$ cat src/rtl/gpio_serial_loader.sv
// Serial loader for the user pad control chain: fetches one config word per pad and shifts them out.
// Optional done interrupt (irq_o / irq_clr_i) is enabled by defining GPIO_LOADER_DONE_IRQ_EN.
module gpio_serial_loader #(
  parameter int unsigned NUM_PADS = 38,
  parameter int unsigned BITS     = 13,
  parameter int unsigned CLK_DIV  = 2
) (
  input  logic                                         wb_clk_i,
  input  logic                                         wb_rst_i,
  input  logic                                         start_i,
  output logic                                         busy_o,
  output logic [((NUM_PADS > 1) ? $clog2(NUM_PADS) : 1)-1:0] cfg_idx_o,
  input  logic [BITS-1:0]                              cfg_data_i,
  output logic                                         serial_clock,
  output logic                                         serial_data,
  output logic                                         serial_load,
  output logic                                         serial_resetn
`ifdef GPIO_LOADER_DONE_IRQ_EN
  ,
  input  logic                                         irq_clr_i,
  output logic                                         irq_o
`endif
);

  localparam int unsigned IdxW = (NUM_PADS > 1) ? $clog2(NUM_PADS) : 1;
  localparam int unsigned BitW = (BITS > 1) ? $clog2(BITS) : 1;

  localparam logic [2:0] StIdle    = 3'd0;
  localparam logic [2:0] StFetch   = 3'd1;
  localparam logic [2:0] StShiftLo = 3'd2;
  localparam logic [2:0] StShiftHi = 3'd3;
  localparam logic [2:0] StLoad    = 3'd4;

  logic [2:0]      state_q, state_d;
  logic [IdxW-1:0] pad_q, pad_d;
  logic [IdxW-1:0] cfg_idx_q, cfg_idx_d;
  logic [BitW-1:0] bit_q, bit_d;
  logic [7:0]      div_q, div_d;
  logic [BITS-1:0] shift_q, shift_d;
  logic            busy_q, busy_d;
  logic            sclk_q, sclk_d;
  logic            sdata_q, sdata_d;
  logic            sload_q, sload_d;
  logic            resetn_q;
  logic            div_last;

  assign div_last = (div_q == 8'(CLK_DIV - 1));

  always_comb begin
    state_d   = state_q;
    pad_d     = pad_q;
    cfg_idx_d = cfg_idx_q;
    bit_d     = bit_q;
    div_d     = div_q;
    shift_d   = shift_q;
    case (state_q)
      StIdle: begin
        if (start_i) begin
          pad_d     = IdxW'(NUM_PADS - 1);
          cfg_idx_d = IdxW'(NUM_PADS - 1);
          state_d   = StFetch;
        end
      end
      StFetch: begin
        shift_d = cfg_data_i;
        bit_d   = BitW'(BITS - 1);
        div_d   = 8'd0;
        state_d = StShiftLo;
      end
      StShiftLo: begin
        if (div_last) begin
          div_d   = 8'd0;
          state_d = StShiftHi;
        end else begin
          div_d = div_q + 8'd1;
        end
      end
      StShiftHi: begin
        if (div_last) begin
          div_d   = 8'd0;
          shift_d = shift_q << 1;
          if (bit_q != '0) begin
            bit_d   = bit_q - 1'b1;
            state_d = StShiftLo;
          end else if (pad_q != '0) begin
            pad_d     = pad_q - 1'b1;
            cfg_idx_d = pad_q - 1'b1;
            state_d   = StFetch;
          end else begin
            state_d = StLoad;
          end
        end else begin
          div_d = div_q + 8'd1;
        end
      end
      StLoad: begin
        if (div_last) begin
          div_d   = 8'd0;
          state_d = StIdle;
        end else begin
          div_d = div_q + 8'd1;
        end
      end
      default: state_d = StIdle;
    endcase
  end

  // Outputs are registered from the next state so the pins come straight off flops.
  always_comb begin
    busy_d  = (state_d != StIdle);
    sclk_d  = (state_d == StShiftHi);
    sload_d = (state_d == StLoad);
    sdata_d = 1'b0;
    if (state_d == StShiftLo || state_d == StShiftHi) begin
      sdata_d = shift_d[BITS-1];
    end
  end

  always_ff @(posedge wb_clk_i or posedge wb_rst_i) begin
    if (wb_rst_i) begin
      state_q   <= StIdle;
      pad_q     <= '0;
      cfg_idx_q <= '0;
      bit_q     <= '0;
      div_q     <= '0;
      shift_q   <= '0;
      busy_q    <= 1'b0;
      sclk_q    <= 1'b0;
      sdata_q   <= 1'b0;
      sload_q   <= 1'b0;
      resetn_q  <= 1'b0;
    end else begin
      state_q   <= state_d;
      pad_q     <= pad_d;
      cfg_idx_q <= cfg_idx_d;
      bit_q     <= bit_d;
      div_q     <= div_d;
      shift_q   <= shift_d;
      busy_q    <= busy_d;
      sclk_q    <= sclk_d;
      sdata_q   <= sdata_d;
      sload_q   <= sload_d;
      resetn_q  <= 1'b1;
    end
  end

  assign busy_o        = busy_q;
  assign cfg_idx_o     = cfg_idx_q;
  assign serial_clock  = sclk_q;
  assign serial_data   = sdata_q;
  assign serial_load   = sload_q;
  assign serial_resetn = resetn_q;

`ifdef GPIO_LOADER_DONE_IRQ_EN
  // done_q marks the first idle cycle after a load; irq follows one cycle later.
  logic done_q;
  logic irq_q;

  always_ff @(posedge wb_clk_i or posedge wb_rst_i) begin
    if (wb_rst_i) begin
      done_q <= 1'b0;
      irq_q  <= 1'b0;
    end else begin
      done_q <= (state_q == StLoad) && div_last;
      if (done_q) begin
        irq_q <= 1'b1;
      end else if (irq_clr_i) begin
        irq_q <= 1'b0;
      end
    end
  end

  assign irq_o = irq_q;
`endif

endmodule
$ cat config.mk
export PLATFORM = sky130hd
export DESIGN_NAME = gpio_serial_loader
export DESIGN_NICKNAME = d
export VERILOG_FILES = /design/src/rtl/gpio_serial_loader.sv
export SDC_FILE = /design/constraint.sdc
export NUM_CORES = 1
export LEC_CHECK = 0
export BUFFER_PORTS_ARGS = -buffer_cell sky130_fd_sc_hd__clkbuf_2
export CORE_UTILIZATION = 45
export CTS_CLUSTER_DIAMETER = 120
export DETAILED_ROUTE_END_ITERATION = 12
export SKIP_CTS_REPAIR_TIMING = 1
export SYNTH_ARGS = -nofsm -noshare
export SYNTH_HDL_FRONTEND = slang
export SYNTH_SLANG_ARGS = --single-unit
$ cat constraint.sdc
create_clock -name wb_clk_i -period 2.4 [get_ports wb_clk_i]
set_input_delay 0.12 -clock wb_clk_i [delete_from_list [all_inputs] [get_ports wb_clk_i]]
set_output_delay 0.12 -clock wb_clk_i [all_outputs]
set_load 0.005 [all_outputs]
==> metrics.txt, run 1 <==
status complete, no violations; distinct cell type count after synthesis 50; synthesized cell area roughly 2200 sq um; Starting Density 48.3%; Layout area overhead 15.8%; root buf cell clkbuf_8; multiplexer share of the synthesized area around 3.5%; Avg WL per Cell about 15 um; post-route antenna net violation count 0; die area 5120 sq um; sequential area share after synthesis 44.9%; Clock Power Share 48.3%; Clock Latency Late Sink 290 ps; final hold violations 0; Synth Area in Adders 2.88%; HP Class input pin to flip-flop; Cells after Synth 223; CP Cell Sequence ha_1, or4b_4, nor4_2, a32oi_1, o2111ai_1; Buf/Inv on CP 0; Synth Area in Compound Gates 24.0%; R2R Setup Slk 410 ps; largest net degree at the start of global routing 40; Worst setup endpoint busy_o; critical-path maximum fanout 7; Tmin final roughly 2000 ps; DRC Markers 0; grt total ovfl 0; GP Congestion slightly above 0.8; # IOs 27; async set-reset flop share out of synthesis 100%; FILL cells approximately 430; initial antenna violation count 0; placed inst area between 2000 and 2500 sq um; Post-Synth Simple-Gate Area 17.6%; WP data arrival around 2200 ps; number of global-route vias before repair 1,764; Syn Area/Cell 9.76 sq um; worst r2r path cells 5; number of synthesized flops with an enable pin 0; Core Area 4500 sq um; Yosys top cell by area dfrtp_1; critical path type flip-flop to flip-flop; final hold slack around 60 ps; Synth Area in XOR/XNOR 1.61%; largest family of logic cells by synthesized area compound AO/OA/AOI/OAI gates; CP peak stage delay a little under 500 ps; post-synth top area share 44.9%; Pre-antenna DRT Iters 4; hold depth 2; Rel. slew slack 67.4%; RSZ-0062 raised after global routing no; final setup fails 0; dpl hpwl 3.27 mm; Sw Ratio 18.7%; # Max-Cap Violations 0; critical path's slowest cell or4b_4; n_diodes 0; synthesized flop and latch total 39; met3 WL post-DR ~190 um; Routed Wire Length 4.74 mm; TritonCTS buffer count 5; num rows 24; Req. time, crit path 2610 ps; Die H 71.5 um; Worst Clk Skew 11.6 ps; CTS tree built; CP Capture Type flip-flop; count of final max-slew check failures 0; crit share post-route slightly above 80%; dominant cells by area after synthesis dfrtp_1 (45%), o22ai_1 (6.9%), a21oi_1 (5.3%), ha_1 (2.9%), inv_1 (2.6%); met2 WL roughly 2.1 mm; PwrDens between 500 and 600 nW/um^2; Pleak 1.14 nW; vias ~1,800; Synth Warn # 0; cell-internal power 1.09 mW; cell depth of the worst setup path 5; M1 wire length 2.35 mm; Slew @ Worst Pin 477 ps; Fmax around 500 MHz; Die W 71.5 um; P_sw 250 uW; GRT Overall Usage around 21%; family with the most delay on the worst path simple AND/OR/NAND/NOR gates; CTS Sinks 39; NumNets Final 276; CTS max path bufs 2; first-pass GRT wire length 8.25 mm; CP Launch Type flip-flop; logic gate share of total power 2.4%; R2R Path End busy_o; syn nets 244; setup_tns 0 ps; drt via density 5.87; crit path launch div_q[0]; launching point of the worst reg2reg path div_q[0]; Peak VDD IR ~0.32 mV; # port buffers 26; ys flop type dfrtp_1; Highest Signal Layer met4; share of layout cells above drive strength 1 21.5%; final instance area roughly 2500 sq um; DRT iter0 DRCs 65; Max H-tree Level 2; register clock-pin slew on the reported worst setup and hold paths 80 ps; sequential share of power 49.3%
## cell type report
cell class / instances / area [sq um] / share of cell area (%)
clock buffers: 6 / 72.6 / 2.88
multi-input cells: 158 / 1080 / 42.9
inverters: 15 / 56.3 / 2.23
flip-flops and latches: 39 / 976 / 38.7
well taps: 52 / 65.1 / 2.58
clock inverters: 2 / 60.1 / 2.38
repair buffers: 36 / 208 / 8.24
## cell families after synthesis
family | after synthesis
DFF | 39
buffers and inverters | 26
other | 1
muxes | 7
xor gates and xnor gates | 4
and+or+nand+nor | 66
AOI/OAI and AO/OA | 75
adders and majority gates | 5
## registers in the layout (all words and copies together) (netlist names), 3 cells and up
| signal | count |
|---|---|
| bit_q | 4 |
| cfg_idx_o | 6 |
| div_q | 8 |
| shift_q | 13 |
| state_q | 3 |
## placed cells by master, fill, tap and decap left out, types with 3 or more instances in the layout
cell type and count:
a21oi_1 23, buf_4 9, clkbuf_2 26, clkbuf_8 5, dfrtp_1 39, ha_1 5
inv_1 15, mux2i_1 5, nand2_1 13, nand2b_1 3, nand3_1 8, nor2_1 13
nor2b_1 3, nor3_1 6, o21ai_0 7, o22ai_1 24, or3_1 5, xor2_1 3
## how the worst min path moves through the flow
stage                  start       endpoint  slack [ps]
4_1_cts             wb_rst_i   cfg_idx_o[5]         -50
2_1_floorplan  cfg_data_i[0]     shift_q[0]         250
6_report       cfg_data_i[0]     shift_q[0]          60
3_5_place_dp        wb_rst_i  serial_resetn         260
3_3_place_gp        wb_rst_i   cfg_idx_o[4]         250
5_1_grt        cfg_data_i[0]     shift_q[0]          70
## synthesized netlist by cell type (2+ instances only)
master     instances
dfrtp_1           39
o22ai_1           24
a21oi_1           23
inv_1             15
nand2_1           13
nor2_1            13
nand3_1            8
clkbuf_1           7
o21ai_0            7
nor3_1             6
ha_1               5
mux2i_1            5
or3_1              5
nand2b_1           3
nor2b_1            3
xor2_1             3
a2111oi_2          2
a211oi_1           2
a221oi_1           2
a22o_1             2
and3_1             2
buf_6              2
nand3b_1           2
nand4_1            2
o21a_1             2
or4b_4             2
## metrics by stage
step	setup WS (ps)	util, %	std cells	power (mW)
2_1_floorplan	459	-	223	0.685
3_3_place_gp	462	52.8	299	0.704
3_5_place_dp	445	52.8	299	0.705
4_1_cts	421	55.7	307	1.35
5_1_grt	241	55.9	308	1.38
6_report	406	55.9	308	1.34
## power groups by stage
stage,logic (mW),clock network (mW),registers (mW)
2_1_floorplan,0.0123,0,0.673
3_3_place_gp,0.0319,0,0.672
5_1_grt,0.0370,0.679,0.660
6_report,0.0315,0.647,0.659
4_1_cts,0.0320,0.655,0.659
3_5_place_dp,0.0320,0,0.672
## per-layer routing
metal | GRT usage (%) | up-vias
li1 | - | 891
met1 | 27.5 | 862
met2 | 33.5 | 46
met3 | 4.78 | 8
met4 | 6.32 | 0
met5 | 0 | -
Note: power is estimated with default switching activity, not from simulation.
==> inputs of run 2 (changes only) <==
--- a/config.mk
+++ b/config.mk
@@ -9,6 +9,7 @@
 export CORE_UTILIZATION = 45
 export CTS_CLUSTER_DIAMETER = 120
 export DETAILED_ROUTE_END_ITERATION = 12
+export PLACE_DENSITY = 0.67
 export SKIP_CTS_REPAIR_TIMING = 1
 export SYNTH_ARGS = -nofsm -noshare
 export SYNTH_HDL_FRONTEND = slang
==> constraint.sdc (replaced) <==
create_clock -name wb_clk_i -period 1.7 [get_ports wb_clk_i]
set_input_delay 0.085 -clock wb_clk_i [delete_from_list [all_inputs] [get_ports wb_clk_i]]
set_output_delay 0.085 -clock wb_clk_i [all_outputs]
set_load 0.005 [all_outputs]
==> metrics.txt, run 2 (synthesized netlist as in run 1, its figures left out) <==
status finished with violations; failing checks setup timing; Die H 71.5 um; Die W 71.5 um; crit share post-route 116%; HP Class input pin to flip-flop; Starting Density 48.3%; grt total ovfl 0; WP data arrival 2210 ps; largest net degree at the start of global routing 40; Max H-tree Level 2; post-route antenna net violation count 0; Buf/Inv on CP 1; placed inst area 2680 sq um; Routed Wire Length 5.38 mm; R2R Path End state_q[2]; register clock-pin slew on the reported worst setup and hold paths ~80 ps; DRT iter0 DRCs 75; final setup fails 25; Core Area 4500 sq um; most frequent cells in the layout buf_4 (43), dfrtp_1 (39), clkbuf_2 (26); Pleak 1.35 nW; Power Total 1.59 mW; Clock Latency Late Sink 300 ps; final hold violations 0; Peak VDD IR around 0.44 mV; GP Congestion 0.796; number of global-route vias before repair 1,909; crit path launch cfg_idx_o[4]; first-pass GRT wire length 8.64 mm; final hold slack 22.6 ps; final instance area 3030 sq um; pre-CTS setup slack -247 ps; num rows 24; Cells after DPL 328; DRC Markers 0; FILL cells 361; CP peak stage delay 580 ps; Tmin final 1970 ps; Worst setup endpoint state_q[2]; sequential share of power 58.3%; n_diodes 0; FF/Latch Area just under 1000 sq um; vias 2,000; Avg WL per Cell 15.4 um; critical path type flip-flop to flip-flop; cell depth of the worst setup path 5; Pre-antenna DRT Iters 4; critical-path maximum fanout 3; dpl hpwl 3.49 mm; RSZ-0062 raised after global routing yes; setup ws final -273 ps; commonest non-fill, non-tap cell in the layout buf_4; R2R Setup Slk -270 ps; CTS max path bufs 2; die area 5120 sq um; Core Util, Final 67.2%; most flop-heavy register shift_q; max reg flops 13; Fmax ~510 MHz; Clock Power Share between 30% and 40%; TritonCTS buffer count 5; worst r2r path cells 5; Req. time, crit path 1930 ps; Sw Ratio 22.4%; Layout Cells excl Fill ~350; drt via density 5.73; setup_tns -1990 ps; # IOs 27; Slew @ Worst Pin 732 ps; CP Cell Sequence or3_4, nor3_1, a32oi_2, buf_4, nor2_1; NumNets Final 317; CP Launch Type flip-flop; count of final max-slew check failures 0; launching point of the worst reg2reg path cfg_idx_o[4]; cell-internal power 1.24 mW; Rel. slew slack 50.8%; # port buffers 26; area of the multi-input gates 1300 sq um; CP Capture Type flip-flop; CTS Sinks 39; logic gate share of total power 3.0%; initial antenna violation count 0; # Max-Cap Violations 0; P_sw 357 uW; GRT Overall Usage 21.5%; share of layout cells above drive strength 1 between 40% and 50%; PwrDens between 500 and 600 nW/um^2; critical path's slowest cell nor3_1; Layout area overhead 39.0%; Worst Clk Skew 7.93 ps; CTS tree built; root buf cell clkbuf_8; family with the most delay on the worst path simple AND/OR/NAND/NOR gates
==> run 2: how the worst min path moves through the flow <==
stage / slack (ps) / start / end / cells after the start
floorplan: 220 / cfg_data_i[0] / shift_q[0] / 1
global placement: 210 / wb_rst_i / bit_q[2] / 3
detailed placement: 210 / wb_rst_i / cfg_idx_o[1] / 3
CTS: -110 / wb_rst_i / cfg_idx_o[0] / 3
global route: 40 / cfg_data_i[0] / shift_q[0] / 2
finish: 20 / cfg_data_i[0] / shift_q[0] / 2
==> run 2: per-layer routing <==
metal / vias up / GRT usage [%] / routed length [um]
li1: 978 / - / -
met1: 983 / 28.7 / 2460
met2: 34 / 34.7 / 2710
met3: 5 / 4.78 / 153
met4: 0 / 7.63 / 63
met5: - / 0 / 0
==> run 2: area by class of cell <==
type | count | share of cell area, %
clock inverters | 2 | 0.414
repair buffers | 77 | 17.9
multi-input cells | 158 | 43.0
clock buffers | 6 | 2.40
well taps | 52 | 2.15
flip-flops and latches | 39 | 32.3
inverters | 15 | 1.86
==> run 2: power by group through the flow <==
stage / clock network [mW] / registers (mW) / logic, mW
final: 0.616 / 0.930 / 0.0477
after global routing: 0.672 / 0.930 / 0.0556
after CTS: 0.643 / 0.930 / 0.0477
after floorplan: 0 / 0.949 / 0.0174
after detailed placement: 0 / 0.949 / 0.0476
after global placement: 0 / 0.949 / 0.0465
==> run 2: worst reg2reg max path, stage by stage (launching register included) <==
cell and delay [ps]:
dfrtp_1 390, or3_4 420, nor3_1 580, a32oi_2 250
buf_4 200, nor2_1 70
==> inputs of run 3 (changes only) <==
--- a/config.mk
+++ b/config.mk
@@ -10,6 +10,7 @@
 export CTS_CLUSTER_DIAMETER = 120
 export DETAILED_ROUTE_END_ITERATION = 12
 export PLACE_DENSITY = 0.67
+export SETUP_SLACK_MARGIN = 0.2
 export SKIP_CTS_REPAIR_TIMING = 1
 export SYNTH_ARGS = -nofsm -noshare
 export SYNTH_HDL_FRONTEND = slang
==> metrics.txt, run 3 (synthesized netlist as in run 1, its figures left out) <==
status finished with violations; failing checks setup timing; first-pass GRT wire length between 8 and 9 mm; post-route antenna net violation count 0; FILL cells 307; vias 2,080; crit share post-route 112%; initial antenna violation count 0; met2 Use GR between 30% and 40%; logic gate share of total power 3.1%; GRT Max-Usage Layer met2; Req. time, crit path 1870 ps; sequential share of power between 50% and 60%; Avg WL per Cell 16.8 um; TritonCTS buffer count 5; Max H-tree Level 2; critical-path maximum fanout 4; Power Total ~1.6 mW; Layout Cells excl Fill around 360; max reg flops 13; CP Capture Type flip-flop; hold depth 3; most frequent cells in the layout buf_4 (45), dfrtp_1 (39), clkbuf_2 (26); largest net degree at the start of global routing 40; Tmin final around 1900 ps; GP Congestion around 0.8; count of final max-slew check failures 0; PwrDens 475 nW/um^2; die area 5120 sq um; GR Util met3 5.06%; DRT iter0 DRCs 126; Layout area overhead 51.6%; Fmax 524 MHz; final hold violations 0; Die W roughly 72 um; commonest non-fill, non-tap cell in the layout buf_4; worst r2r path cells 6; NumNets Final 327; Cells after DPL between 300 and 400; CTS tree built; Sw Ratio 21.7%; Die H 71.5 um; # IOs 27; Peak VDD IR ~0.53 mV; P_sw 340 uW; pre-CTS setup slack -209 ps; Routed Wire Length 5.99 mm; FF/Latch Area about 1000 sq um; num rows 24; n_diodes 0; area of the multi-input gates 1470 sq um; CP Launch Type flip-flop; drt via density 5.83; root buf cell clkbuf_8; Slew @ Worst Pin 541 ps; critical path type flip-flop to flip-flop; DRC Markers 0; setup ws final -209 ps; Clock Power Share ~37%; final setup fails 37; register clock-pin slew on the reported worst setup and hold paths approximately 70 ps; Pleak 1.42 nW; # Max-Cap Violations 0; number of global-route vias before repair 1,828; global-route met1 utilization a little under 30%; Starting Density 48.3%; Rel. slew slack 63.7%; Clock Latency Late Sink 300 ps; dpl hpwl 3.62 mm; Pre-antenna DRT Iters 4; share of layout cells above drive strength 1 roughly half; Core Area 4500 sq um; GRT Overall Usage about 22%; WP data arrival 2080 ps; most flop-heavy register shift_q; Worst Clk Skew roughly 8 ps; grt total ovfl 0; CTS max path bufs 2; HP Class input pin to flip-flop; # port buffers 26; RSZ-0062 raised after global routing yes; cell-internal power 1.23 mW; CTS Sinks 39
## run 3: changes by cell type in the layout (fill, tap and decap cells not counted), moves of 3 or more
cell | previous run | this run
o21ai_2 | 1 | 5
o22ai_4 | 0 | 6
a21oi_1 | 19 | 12
buf_6 | 7 | 12
a21oi_2 | 4 | 8
a21oi_4 | 0 | 3
o22ai_1 | 15 | 11
## run 3: critical path: stages (launching register included)
cell,delay [ps]
dfrtp_1,380
inv_1,70
ha_2,180
or4b_4,540
nor4_4,210
a211o_1,250
o2111ai_1,140
## run 3: power by group through the flow
stage	Combinational (mW)	Clock (mW)	Sequential [mW]
2_1_floorplan	0.0174	0	0.950
3_3_place_gp	0.0472	0	0.949
3_5_place_dp	0.0474	0	0.949
4_1_cts	0.0475	0.596	0.931
5_1_grt	0.0557	0.630	0.931
6_report	0.0493	0.586	0.931
## run 3: metrics by stage
step                      util [%]  TNS, ps  area [sq um]  hold slack [ps]
final                         73.2    -4300          3300             51.7
after global routing          73.2    -6760          3300             62.3
after CTS                     62.9    -2030          2830            -91.0
after detailed placement      61.3    -1690          2760              227
after global placement        61.3     -766          2760              218
after floorplan                  -    -1080          2310              218
## run 3: per-layer routing
metal	share of wire (%)	vias up
met5	0	-
met4	3.4	0
met3	3.4	19
met2	49	48
met1	44	1022
li1	-	991
## run 3: final cells by class
class | instances | share of cell area [%]
repair buffers | 87 | 20.0
multi-input cells | 158 | 44.6
well taps | 52 | 1.97
flip-flops and latches | 39 | 29.6
inverters | 15 | 1.71
clock buffers | 6 | 2.20
## run 3: worst paths after layout
| kind | to | start | slack (ps) |
|---|---|---|---|
| setup / recovery | busy_o | div_q[1] | -210 |
| hold / removal | shift_q[2] | cfg_data_i[2] | 50 |
| setup reg to reg | busy_o | div_q[1] | -210 |
| hold reg to reg | shift_q[12] | shift_q[12] | 530 |
| max in group asynchronous | div_q[2] | wb_rst_i | 910 |
| min in group asynchronous | serial_resetn | wb_rst_i | 440 |
